==> config.mk <==
export PLATFORM = sky130hd
export DESIGN_NAME = ahb_bus_arbiter_flat
export DESIGN_NICKNAME = d
export VERILOG_FILES = /design/src/rtl/ahb_bus_arbiter_if.sv /design/src/rtl/ahb_bus_arbiter.sv /design/src/flat_wrapper.sv
export SDC_FILE = /design/constraint.sdc
export NUM_CORES = 1
export LEC_CHECK = 0
export ABC_AREA = 1
export BUFFER_PORTS_ARGS = -buffer_cell sky130_fd_sc_hd__buf_2
export CAP_MARGIN = 20
export CORE_MARGIN = 10
export CORE_UTILIZATION = 50
export CTS_BUF_LIST = sky130_fd_sc_hd__clkbuf_8
export CTS_CLUSTER_SIZE = 14
export DETAILED_ROUTE_END_ITERATION = 8
export PLACE_DENSITY = 0.75
export SLEW_MARGIN = 0
export SYNTH_ARGS = -nofsm -noshare
export SYNTH_HDL_FRONTEND = slang
export SYNTH_SLANG_ARGS = --single-unit
==> constraint.sdc <==
create_clock -name HCLK -period 1.68 [get_ports HCLK]
set_input_delay 0.084 -clock HCLK [delete_from_list [all_inputs] [get_ports HCLK]]
set_output_delay 0.084 -clock HCLK [all_outputs]
set_load 0.02 [all_outputs]
==> src/rtl/ahb_bus_arbiter_if.sv <==
// AHB arbitration signal bundle shared between the request side and the arbiter.
// The request side drives requests and bus status; the arbiter answers with grant and owner.
interface ahb_bus_arbiter_if #(
  parameter int NUM_MASTERS = 2
);
  logic [NUM_MASTERS-1:0] HBUSREQ;
  logic [NUM_MASTERS-1:0] HLOCK;
  logic [1:0]             HTRANS;
  logic [2:0]             HBURST;
  logic                   HREADY;
  logic [NUM_MASTERS-1:0] HGRANT;
  logic [1:0]             HMASTER;
  logic                   HMASTLOCK;

  modport master (
    output HBUSREQ,
    output HLOCK,
    output HTRANS,
    output HBURST,
    output HREADY,
    input  HGRANT,
    input  HMASTER,
    input  HMASTLOCK
  );

  modport slave (
    input  HBUSREQ,
    input  HLOCK,
    input  HTRANS,
    input  HBURST,
    input  HREADY,
    output HGRANT,
    output HMASTER,
    output HMASTLOCK
  );
endinterface

==> src/rtl/ahb_bus_arbiter.sv <==
// Round-robin AHB arbiter for up to four masters.
// Holds the grant across fixed bursts, bounded INCR bursts and locked sequences.
module ahb_bus_arbiter #(
  parameter int NUM_MASTERS    = 2,
  parameter int DEFAULT_MASTER = 0,
  parameter int MAX_HOLD       = 16
) (
  input logic               HCLK,
  input logic               HRESET,
  ahb_bus_arbiter_if.slave  bus
);

  localparam logic [1:0] TR_IDLE   = 2'b00;
  localparam logic [1:0] TR_NONSEQ = 2'b10;
  localparam logic [1:0] TR_SEQ    = 2'b11;
  localparam logic [2:0] BR_SINGLE = 3'b000;
  localparam logic [2:0] BR_INCR   = 3'b001;
  localparam logic [1:0] DEF_IDX   = 2'(DEFAULT_MASTER);

  typedef enum logic [1:0] {
    ARB,
    BURST,
    INCR,
    LOCKED
  } state_e;

  state_e     state_q, state_d;
  logic [1:0] gnt_q, gnt_d;
  logic [1:0] master_q, master_d;
  logic       mlock_q, mlock_d;
  logic [4:0] cnt_q, cnt_d;

  logic [3:0] req4;
  logic [3:0] lock4;
  logic       own_req;
  logic       own_lock;
  logic       others;
  logic       is_idle;
  logic       is_nonseq;
  logic       is_seq;
  logic [1:0] rr_idx;

  assign req4      = 4'(bus.HBUSREQ);
  assign lock4     = 4'(bus.HLOCK);
  assign own_req   = req4[gnt_q];
  // A lock request only counts while the same master is requesting.
  assign own_lock  = own_req & lock4[gnt_q];
  assign others    = |(req4 & ~(4'b0001 << gnt_q));
  assign is_idle   = (bus.HTRANS == TR_IDLE);
  assign is_nonseq = (bus.HTRANS == TR_NONSEQ);
  assign is_seq    = (bus.HTRANS == TR_SEQ);

  function automatic logic [4:0] burst_beats(
    input logic [2:0] b
  );
    logic [4:0] n;
    unique case (1'b1)
      b == BR_SINGLE:   n = 5'd0;
      b == BR_INCR:     n = 5'(MAX_HOLD - 1);
      b[2:1] == 2'b01:  n = 5'd3;
      b[2:1] == 2'b10:  n = 5'd7;
      default:          n = 5'd15;
    endcase
    return n;
  endfunction

  // Search begins just after the current grantee and ends on it.
  always_comb begin
    logic [2:0] c;
    logic       found;
    rr_idx = DEF_IDX;
    found  = 1'b0;
    c      = '0;
    for (int k = 1; k <= NUM_MASTERS; k++) begin
      c = 3'(gnt_q) + 3'(k);
      if (c >= 3'(NUM_MASTERS)) begin
        c = c - 3'(NUM_MASTERS);
      end
      if (!found && req4[c[1:0]]) begin
        rr_idx = c[1:0];
        found  = 1'b1;
      end
    end
  end

  always_comb begin
    state_d  = state_q;
    gnt_d    = gnt_q;
    master_d = master_q;
    mlock_d  = mlock_q;
    cnt_d    = cnt_q;
    if (bus.HREADY) begin
      master_d = gnt_q;
      mlock_d  = own_lock;
      if (is_nonseq) begin
        cnt_d = burst_beats(bus.HBURST);
      end else if (is_seq && cnt_q != 5'd0) begin
        cnt_d = cnt_q - 5'd1;
      end
      unique case (state_q)
        ARB: begin
          if (own_lock) begin
            state_d = LOCKED;
          end else if (is_nonseq &&
                       bus.HBURST == BR_INCR) begin
            state_d = INCR;
          end else if (is_nonseq &&
                       bus.HBURST != BR_SINGLE) begin
            state_d = BURST;
          end else begin
            gnt_d = rr_idx;
          end
        end
        BURST: begin
          // Last beat re-arbitrates so the next owner follows directly.
          if (is_idle || is_nonseq ||
              cnt_q == 5'd0 ||
              (is_seq && cnt_q == 5'd1)) begin
            gnt_d   = rr_idx;
            state_d = ARB;
          end
        end
        INCR: begin
          if (!own_req ||
              (cnt_d == 5'd0 && others)) begin
            gnt_d   = rr_idx;
            state_d = ARB;
          end
        end
        LOCKED: begin
          if (!own_lock) begin
            gnt_d   = rr_idx;
            state_d = ARB;
          end
        end
        default: begin
          state_d = ARB;
        end
      endcase
    end
  end

  always_ff @(posedge HCLK or posedge HRESET) begin
    if (HRESET) begin
      state_q  <= ARB;
      gnt_q    <= DEF_IDX;
      master_q <= DEF_IDX;
      mlock_q  <= 1'b0;
      cnt_q    <= '0;
    end else begin
      state_q  <= state_d;
      gnt_q    <= gnt_d;
      master_q <= master_d;
      mlock_q  <= mlock_d;
      cnt_q    <= cnt_d;
    end
  end

  always_comb begin
    bus.HGRANT = '0;
    for (int i = 0; i < NUM_MASTERS; i++) begin
      bus.HGRANT[i] = (gnt_q == 2'(i));
    end
  end

  assign bus.HMASTER   = master_q;
  assign bus.HMASTLOCK = mlock_q;

endmodule

==> src/flat_wrapper.sv <==
// flat-port wrapper written by rule: the top's interface ports become plain ports
module ahb_bus_arbiter_flat 
#(
  parameter int NUM_MASTERS    = 2,
  parameter int DEFAULT_MASTER = 0,
  parameter int MAX_HOLD       = 16
)
  (HCLK, HRESET, bus_HBUSREQ, bus_HLOCK, bus_HTRANS, bus_HBURST, bus_HREADY, bus_HGRANT, bus_HMASTER, bus_HMASTLOCK);
  ahb_bus_arbiter_if #(.NUM_MASTERS(NUM_MASTERS)) bus_i ();
  input logic HCLK;
  input logic HRESET;
  input wire logic [$bits(bus_i.HBUSREQ)-1:0] bus_HBUSREQ;
  input wire logic [$bits(bus_i.HLOCK)-1:0] bus_HLOCK;
  input wire logic [$bits(bus_i.HTRANS)-1:0] bus_HTRANS;
  input wire logic [$bits(bus_i.HBURST)-1:0] bus_HBURST;
  input wire logic [$bits(bus_i.HREADY)-1:0] bus_HREADY;
  output wire logic [$bits(bus_i.HGRANT)-1:0] bus_HGRANT;
  output wire logic [$bits(bus_i.HMASTER)-1:0] bus_HMASTER;
  output wire logic [$bits(bus_i.HMASTLOCK)-1:0] bus_HMASTLOCK;
  assign bus_i.HBUSREQ = bus_HBUSREQ;
  assign bus_i.HLOCK = bus_HLOCK;
  assign bus_i.HTRANS = bus_HTRANS;
  assign bus_i.HBURST = bus_HBURST;
  assign bus_i.HREADY = bus_HREADY;
  assign bus_HGRANT = bus_i.HGRANT;
  assign bus_HMASTER = bus_i.HMASTER;
  assign bus_HMASTLOCK = bus_i.HMASTLOCK;
  ahb_bus_arbiter #(.NUM_MASTERS(NUM_MASTERS), .DEFAULT_MASTER(DEFAULT_MASTER), .MAX_HOLD(MAX_HOLD)) u_core (.HCLK(HCLK), .HRESET(HRESET), .bus(bus_i));
endmodule
== After elaboration in Yosys (flattened, before gate mapping) ==
Cells that the tools add are included.
Cells by class
  add/sub/neg operators: 5
  $lt $le $gt $ge: 5
  equality and inequality tests: 17
  shifts and indexed selects: 1
  mux-type cells: 31
  bitwise gates (word level): 3
  reductions and logical operators: 23
Operators by type and width (count)
  2-bit 2-to-1 mux: 16
  2-bit one-hot mux with 4 select lines: 2
  5-bit 2-to-1 mux: 3
  4-bit one-hot mux with 3 select lines: 1
  2-bit == test, second input constant: 5
  5-bit logical NOT: 2
  2-bit by 3-bit < comparator with 1-bit output, second input constant: 3
  1-bit binary-select mux with 2-bit select: 4
  2-bit != test, second input constant: 4
  7-bit AND reduction: 1
  2-bit by 1-bit == test with 1-bit output, second input constant: 3
  3-bit by 2-bit >= comparator with 1-bit output, second input constant: 2
  1-bit logical AND: 6
  2-bit logical NOT: 3
  5-bit by 1-bit == test with 1-bit output, second input constant: 1
  1-bit 2-to-1 mux: 5
  5-bit AND reduction: 1
  5-bit nonzero test: 1
  5-bit by 1-bit subtractor with 5-bit output, second input constant: 1
  2-bit by 4-bit bitwise AND with 4-bit output: 1
  1-bit logical OR: 4
  2-bit by 1-bit != test with 1-bit output, second input constant: 2
  4-bit by 1-bit != test with 1-bit output, second input constant: 1
  4-bit inverter: 1
  10 further kinds: 12
Word-level totals
  register bits: 12
  input bits: 12
  output and inout bits: 5
  word-level logic and storage cells: 90

== Depth between registers and ports, before layout ==
Gate-level depths: netlist (run 1).
  depth after elaboration: 13
  mapped depth: 16
  mapped depth without buffers: 16

== Least setup slack after synthesis (run 1) ==
OpenSTA, ideal clock, no wires.
  path type: register to register
  start point: register u_core.cnt_q[0]
  end point: register u_core.gnt_q[0]
  setup time: 117 ps
  data arrival time: 1568 ps
  required time: 1563 ps
  path slack: -5 ps
  stages on the path, launching flop included: 16
  path buffers: 0
  clock period less this slack: 1685 ps
  cell sequence: dfrtp_1 -> inv_1 -> ha_1 -> inv_1 -> nor2_2 -> nand2_4 -> nand2_4 -> nand2_1 -> nand3_2 -> nand3_1 -> nor2_2 -> nand2_1 -> nand2_2 -> nand3_1 -> nand2_1 -> nand2_1
Between the ends
  cells in the longest elaborated chain, start to end: 10
  elaborated cells on any way between the ends: 17
  those cells by class: add/sub: 1; eq/ne: 3; mux: 3; reduce/logical: 10
RTL lines
  from (decl): line ahb_bus_arbiter.sv:31  | logic [4:0] cnt_q, cnt_d;
  from (signal assigned): line ahb_bus_arbiter.sv:155  | cnt_q <= cnt_d;
  parallel branches: the longest is 9 deep, another holds 5-bit by 1-bit subtractor with 5-bit output
  7-bit AND reduction (no source line) *
  to (signal assigned): line ahb_bus_arbiter.sv:152  | gnt_q <= gnt_d;
  to (decl): line ahb_bus_arbiter.sv:28  | logic [1:0] gnt_q, gnt_d;
Mark *: on every way between the ends. The select of a mux whose other input is x is not followed.
A chain may end at the register's enable or synchronous reset.

== Worst setup path after layout (run 1) ==
  start point: register u_core.cnt_q[0]
  end point: register u_core.state_q[1]
Between the ends
  cells in the longest elaborated chain, start to end: 10
  elaborated cells on any way between the ends: 17
  those cells by class: add/sub: 1; eq/ne: 3; mux: 3; reduce/logical: 10
RTL lines
  parallel branches: the longest is 9 deep, another holds 5-bit by 1-bit subtractor with 5-bit output
  5-bit AND reduction (no source line) *
  to (signal assigned): line ahb_bus_arbiter.sv:151  | state_q <= state_d;
  to (decl): line ahb_bus_arbiter.sv:27  | state_e state_q, state_d;
Marks and branches as above.

==> results.py, run 1 <==
metrics = {
    "sta": {
        "fin_ws_ps": -113.4,
        "period_share_pct": 106.8,
        "rsz0062_at_grt": "yes",
        "drv_slew": 0,
        "timing.hold.ws_ps": 154.1,
        "fmaxAchievable_ghz": 0.5576,
        "fin_skew_ps": 5.415,
        "post-route-min-period_ps": 1793,
        "setup_viol": 4,
        "worst_pin_slew_ps": 506.0,
        "hold_viol": 0,
        "relSlewSlack_pct": 66.23,
    },
    "placed_design": {
        "pre_cts_ws_ps": -109.1,
        "routabilityCongestion": 0.8229,
        "dpl.cell_count": 194,
        "portBuffers": 16,
        "dp_hpwl_um": 1970,
    },
    "critical_path": {
        "worst_setup_path_end_kind": "flip-flop",
        "r2r_end": "u_core.state_q[1]",
        "worst_setup_path_start_kind": "flip-flop",
        "reg2reg_depth": 15,
        "crit_arrival_ps": 1940,
        "worstPathRequired_ps": 1830,
        "slowest_stage": "dfrtp_1",
        "path_max_fanout": 6,
        "reg2reg_slack_ps": -110,
        "critPathKind": "flip-flop to flip-flop",
        "crit_family": "simple AND/OR/NAND/NOR gates",
        "reg2reg_from": "u_core.cnt_q[0]",
        "crit_chain": "inv_2, ha_4, inv_2, nor2_4, nand2_4, nand2_4, nand2_2, nand3_2, nand3_2, nor2_2, nand2_1, nand2_2, nand3_2, nand2_1, nand2_1",
        "slowest_delay_ps": 390,
        "path_buf_inv": 2,
    },
    "synth": {
        "syn_inst": 145,
        "async_reset_ff_share_pct": 100.0,
        "synth.distinct_cells": 24,
        "yosys_warnings": 0,
        "synth_area_per_cell_sq_um": 6.627,
        "syn_nets": 161,
        "synth_flop_cell": "dfrtp_1",
        "synth.ff_latch_count": 12,
        "post_synth_instance_area_sq_um": 960.9,
        "seq_area_frac_synth_pct": 31.25,
        "synth_edf_count": 0,
    },
    "worst_hold_path": {
        "hold_depth": 3,
        "hold_end": "u_core.bus.HMASTER[0]",
        "min_path_type": "input pin to flip-flop",
        "hp-start": "bus_HREADY",
    },
    "power_and_ir_drop": {
        "p_leak_nw": 0.7064,
        "p_per_area_nw_per_um2": 1169,
        "totalPowerFinal_w": 0.001519,
        "vdd_ir_drop_max_mv": 0.8324,
    },
    "floorplanning": {
        "die-height_um": 63.84,
        "start_util_pct": 53.89,
        "dieArea_sq_um": 4076,
        "rows": 15,
        "core_area_sq_um": 1783,
        "io_pins": 17,
        "die_w_um": 63.84,
    },
    "finish": {
        "nNetsFinal": 196,
        "nFillCells": 152,
        "area_delta_synth_final_pct": 35.29,
        "drive_gt1_share_pct": 36.31,
        "stdcell_count": 204,
        "fin_util_pct": 72.91,
        "antenna_cells": 0,
    },
    "flow_run": {
        "max_cap_viol_count": 0,
    },
    "clocking": {
        "cts_sinks": 12,
        "numCtsBuffers": 3,
        "clockBufferDepth": 2,
        "root_buffer": "clkbuf_8",
        "clkSlewWorstSetupHoldPaths_ps": 60,
        "clkLatencyLatePin_ps": 250,
        "h-tree-depth": 1,
        "tritoncts": "done",
    },
    "route": {
        "finalWirelength_um": 2787,
        "routedWlPerCell_um": 13.66,
        "viasPerCell": 5.250,
        "postRouteAntennaNets": 0,
        "drc": 0,
        "drt_iter0_drc": 34,
        "vias": 1071,
        "drtPass1Iterations": 4,
    },
    "grt": {
        "grt_first_pass_wirelength_um": 4643,
        "grt_pass1_vias": 1103,
        "grt_max_degree": 13,
        "grt_antenna_before_repair": 0,
        "track_usage_pct": 13.65,
        "grt_remaining_overflow": 0,
    },
    "outcome": {
        "failed_checks": "setup timing",
        "run_status": "complete, but fails checks",
    },
}
## layout make-up
| type | instances | area [sq um] | area share (%) |
|---|---|---|---|
| clock buffer | 4 | 55.05 | 4.235 |
| inverter | 25 | 93.84 | 7.218 |
| sequential | 12 | 300.3 | 23.10 |
| tap | 25 | 31.28 | 2.406 |
| multi-input combinational | 107 | 624.3 | 48.03 |
| timing repair buffer | 31 | 195.2 | 15.01 |
## metrics by stage
step,instance area (sq um),setup TNS [ps]
floorplan,960.9,0
global placement,1136,-155.0
detailed placement,1136,-348.5
CTS,1261,-222.6
global route,1300,-1032
finish,1300,-374.8
## registers in the layout, indices dropped and copies added, names as in the netlist, named ones only
signal                flops
u_core.state_q            2
u_core.bus.HMASTER        2
u_core.bus.HMASTLOCK      1
u_core.gnt_q              1
u_core.cnt_q              5
## worst register-to-register path, stage by stage (launching register included)
cell and delay, ps:
dfrtp_1 390, inv_2 100, ha_4 130, inv_2 30
nor2_4 110, nand2_4 90, nand2_4 90, nand2_2 60
nand3_2 80, nand3_2 100, nor2_2 90, nand2_1 70
nand2_2 120, nand3_2 90, nand2_1 90, nand2_1 50
## routing by layer
layer | wire length [um] | track usage (%)
met5 | 0 | 0
met4 | 153 | 7.650
met3 | 114 | 3.484
met2 | 1417 | 25.25
met1 | 1103 | 13.46
## what timing repair did
item,in CTS,in global routing
setup endpoints to repair,4,4
hold buffers,1,0
endpoints found under the hold margin,12,0
setup buffers,3,2
gates cloned,0,0
pin swaps,8,11
gates resized for setup,10,8
## worst max-delay path by stage
stage	slack, ps	startpoint	to	depth (start not counted)
after detailed placement	-110	u_core.cnt_q[1]	u_core.gnt_q[0]	15
after floorplan	30	u_core.cnt_q[0]	u_core.gnt_q[0]	15
after global placement	-70	u_core.cnt_q[1]	u_core.gnt_q[0]	15
final	-110	u_core.cnt_q[0]	u_core.state_q[1]	15
after CTS	-70	u_core.cnt_q[1]	u_core.gnt_q[0]	15
after global routing	-270	u_core.cnt_q[1]	u_core.state_q[1]	15
## cells in the final DEF, fill, tap and decap left out
cell	netlist	final
a21boi_2	1	1
a21oi_1	5	4
a21oi_2	0	1
a22o_1	1	1
a31oi_1	2	2
a41oi_2	1	1
buf_2	0	16
buf_4	0	14
clkbuf_8	0	4
clkinv_1	2	2
dfrtp_1	12	12
dlygate4sd3_1	0	1
ha_1	4	2
ha_2	0	1
ha_4	0	1
inv_1	20	17
inv_2	3	6
nand2_1	47	42
nand2_2	1	6
nand2_4	2	2
nand3_1	11	7
nand3_2	1	5
nand3b_1	1	1
nand4_1	8	8
nor2_1	10	8
nor2_2	3	4
nor2_4	1	2
o21ai_0	6	6
o21ai_1	1	1
o21ai_2	1	1
## where the power goes
| part | leakage, nW | internal [W] | switching (W) | total [W] |
|---|---|---|---|---|
| Sequential | 0.153 | 0.000359 | 0.0000832 | 0.000442 |
| Combinational | 0.524 | 0.000290 | 0.000453 | 0.000743 |
| Clock | 0.0288 | 0.000208 | 0.000126 | 0.000334 |
## cell families after synthesis
kind of cell	after synthesis	synth area share, %
AOI/OAI and AO/OA	18	12.24
adders and majority gates	4	5.209
buffers and inverters	26	10.16
DFF	12	31.25
and+or+nand+nor	85	41.15
## synth_stat cells, types with 2 or more instances
cell	number	area, sq um
nand2_1	47	176.4
o21ai_0	6	30.03
ha_1	4	50.05
nor2_2	3	18.77
nor2_1	10	37.54
a21oi_1	5	25.02
inv_2	3	11.26
dfrtp_1	12	300.3
nand3_1	11	55.05
inv_1	20	75.07
clkinv_1	2	7.510
nand2_4	2	22.52
a31oi_1	2	12.51
nand4_1	8	50.05
(Power assumes the default switching activity.)
==> inputs of run 2 (changes only) <==
--- a/config.mk
+++ b/config.mk
@@ -13,7 +13,7 @@
 export CTS_BUF_LIST = sky130_fd_sc_hd__clkbuf_8
 export CTS_CLUSTER_SIZE = 14
 export DETAILED_ROUTE_END_ITERATION = 8
-export PLACE_DENSITY = 0.75
+export PLACE_DENSITY = 0.73
 export SLEW_MARGIN = 0
 export SYNTH_ARGS = -nofsm -noshare
 export SYNTH_HDL_FRONTEND = slang
==> constraint.sdc (replaced) <==
create_clock -name HCLK -period 2 [get_ports HCLK]
set_input_delay 0.1 -clock HCLK [delete_from_list [all_inputs] [get_ports HCLK]]
set_output_delay 0.1 -clock HCLK [all_outputs]
set_load 0.02 [all_outputs]
==> run 2 against run 1 <==
The run now ends clean; critical path depth unchanged; count of clock-buffer cells in the layout down 1; flip-flop and latch count unchanged; combinational power down 33%; maximum frequency down 2.5%; largest power group unchanged.
==> results.py, run 2 (synthesis results as in run 1) <==
metrics = {
    "sta": {
        "fin_skew_ps": 0.4509,
        "relSlewSlack_pct": 69.38,
        "period_share_pct": 91.95,
        "worst_pin_slew_ps": 458.8,
        "timing.hold.ws_ps": 197.7,
        "setup_viol": 0,
        "post-route-min-period_ps": 1839,
        "fmaxAchievable_ghz": 0.5438,
        "hold_viol": 0,
        "drv_slew": 0,
        "fin_ws_ps": 161.1,
    },
    "route": {
        "vias": 967,
        "drt_iter0_drc": 57,
        "drtPass1Iterations": 4,
        "wl_met3_um": 198,
        "viasPerCell": 5.116,
        "drc": 0,
        "postRouteAntennaNets": 0,
        "finalWirelength_um": 2194,
        "topRoutingLayerUsed": "met4",
        "routedWlPerCell_um": 11.61,
        "wl_met1_um": 961,
        "dr_wl_met2_um": 1030,
    },
    "worst_hold_path": {
        "min_path_type": "input pin to flip-flop",
    },
    "critical_path": {
        "critPathKind": "flip-flop to flip-flop",
        "path_max_fanout": 6,
        "crit_arrival_ps": 1960,
        "worst_setup_path_end_kind": "flip-flop",
        "worst_setup_path_start_kind": "flip-flop",
        "worstPathRequired_ps": 2120,
    },
    "floorplanning": {
        "dieArea_sq_um": 4076,
        "rows": 15,
        "die-height_um": 63.84,
        "start_util_pct": 53.89,
        "core_area_sq_um": 1783,
        "die_w_um": 63.84,
        "io_pins": 17,
    },
    "grt": {
        "grt_max_degree": 13,
        "track_usage_pct": 11.04,
        "grt_antenna_before_repair": 0,
        "grt_first_pass_wirelength_um": 3857,
        "grt_pass1_vias": 907,
        "grt_remaining_overflow": 0,
    },
    "finish": {
        "antenna_cells": 0,
        "multiInputGateArea_sq_um": 568.0,
        "regArea_sq_um": 300.3,
        "final_common_cell": "nand2_1",
        "nNetsFinal": 182,
        "largest_reg_flops": 5,
        "drive_gt1_share_pct": 21.34,
        "largest_register": "u_core.cnt_q",
        "area_delta_synth_final_pct": 17.06,
        "final_cell_mix": "nand2_1, inv_1, buf_2",
        "nFillCells": 161,
    },
    "clocking": {
        "clockBufferDepth": 2,
        "clkLatencyLatePin_ps": 230,
        "root_buffer": "clkbuf_8",
        "cts_sinks": 12,
        "h-tree-depth": 1,
        "clkSlewWorstSetupHoldPaths_ps": 50,
        "numCtsBuffers": 3,
        "tritoncts": "done",
    },
    "power_and_ir_drop": {
        "p_seq_share_pct": 34.2,
        "switchingPower_w": 0.0004656,
        "switching_share_pct": 43.43,
        "clockPowerShare_pct": 19.2,
        "totalPowerFinal_w": 0.001072,
        "p_per_area_nw_per_um2": 953.0,
        "p_leak_nw": 0.6250,
        "vdd_ir_drop_max_mv": 0.5791,
        "combinationalPowerShare_pct": 46.6,
        "p_int_w": 0.0006064,
    },
    "placed_design": {
        "routabilityCongestion": 0.9304,
        "pre_cts_ws_ps": 130.7,
        "dp_hpwl_um": 1786,
        "portBuffers": 16,
    },
    "outcome": {
        "run_status": "complete, no violations",
    },
    "flow_run": {
        "max_cap_viol_count": 0,
    },
}
==> run 2: worst paths after layout <==
| kind | endpoint | startpoint | depth (start not counted) | slack (ps) |
|---|---|---|---|---|
| setup / recovery | u_core.state_q[1] | u_core.cnt_q[0] | 15 | 160 |
| hold / removal | u_core.bus.HMASTER[0] | bus_HREADY | 3 | 200 |
| setup reg to reg | u_core.state_q[1] | u_core.cnt_q[0] | 15 | 160 |
| hold reg to reg | u_core.bus.HMASTLOCK | u_core.bus.HMASTLOCK | 2 | 480 |
| max in group asynchronous | u_core.bus.HMASTLOCK | HRESET | 3 | 1270 |
| min in group asynchronous | u_core.cnt_q[3] | HRESET | 3 | 420 |
==> run 2: layer usage <==
layer	vias to the layer above	GRT usage (%)
li1	503	-
met1	433	13.89
met2	29	17.54
met3	2	3.484
met4	0	3.279
met5	-	0
==> run 2: power groups by stage <==
stage	logic, W	clock network [W]	registers [W]
detailed placement	0.000490	0	0.000369
global placement	0.000486	0	0.000367
CTS	0.000497	0.000213	0.000365
finish	0.000500	0.000206	0.000366
floorplan	0.000363	0	0.000372
global route	0.000567	0.000228	0.000378
==> run 2: stage by stage <==
stage	TNS [ps]	instance area (sq um)	instances	util [%]
after floorplan	0	960.9	145	-
after global placement	0	1069	185	59.93
after detailed placement	0	1069	185	59.93
after CTS	0	1120	189	62.81
after global routing	-32.46	1125	189	63.09
final	0	1125	189	63.09
==> run 2: repair_timing <==
action	4_1_cts	5_1_grt
buffers inserted	0	0
hold buffers	1	0
endpoints found under the hold margin	12	0
gates resized for setup	0	3
setup endpoints to repair	0	4
==> run 2: worst max-delay path, stage by stage, from the launching register on <==
cell and delay, ps:
dfrtp_1 410, inv_2 110, ha_1 140, inv_1 60, nor2_4 110, nand2_4 90
nand2_4 80, nand2_1 50, nand3_1 90, nand3_1 100, nor2_2 80, nand2_1 60
nand2_2 90, nand3_1 90, nand2_1 90, nand2_1 60
==> run 2: final cells by class <==
class                      count  area share [%]
sequential                    12           26.70
multi-input combinational    107           50.50
timing repair buffer          17           8.009
tap                           25           2.781
inverter                      25           8.343
clock buffer                   3           3.671
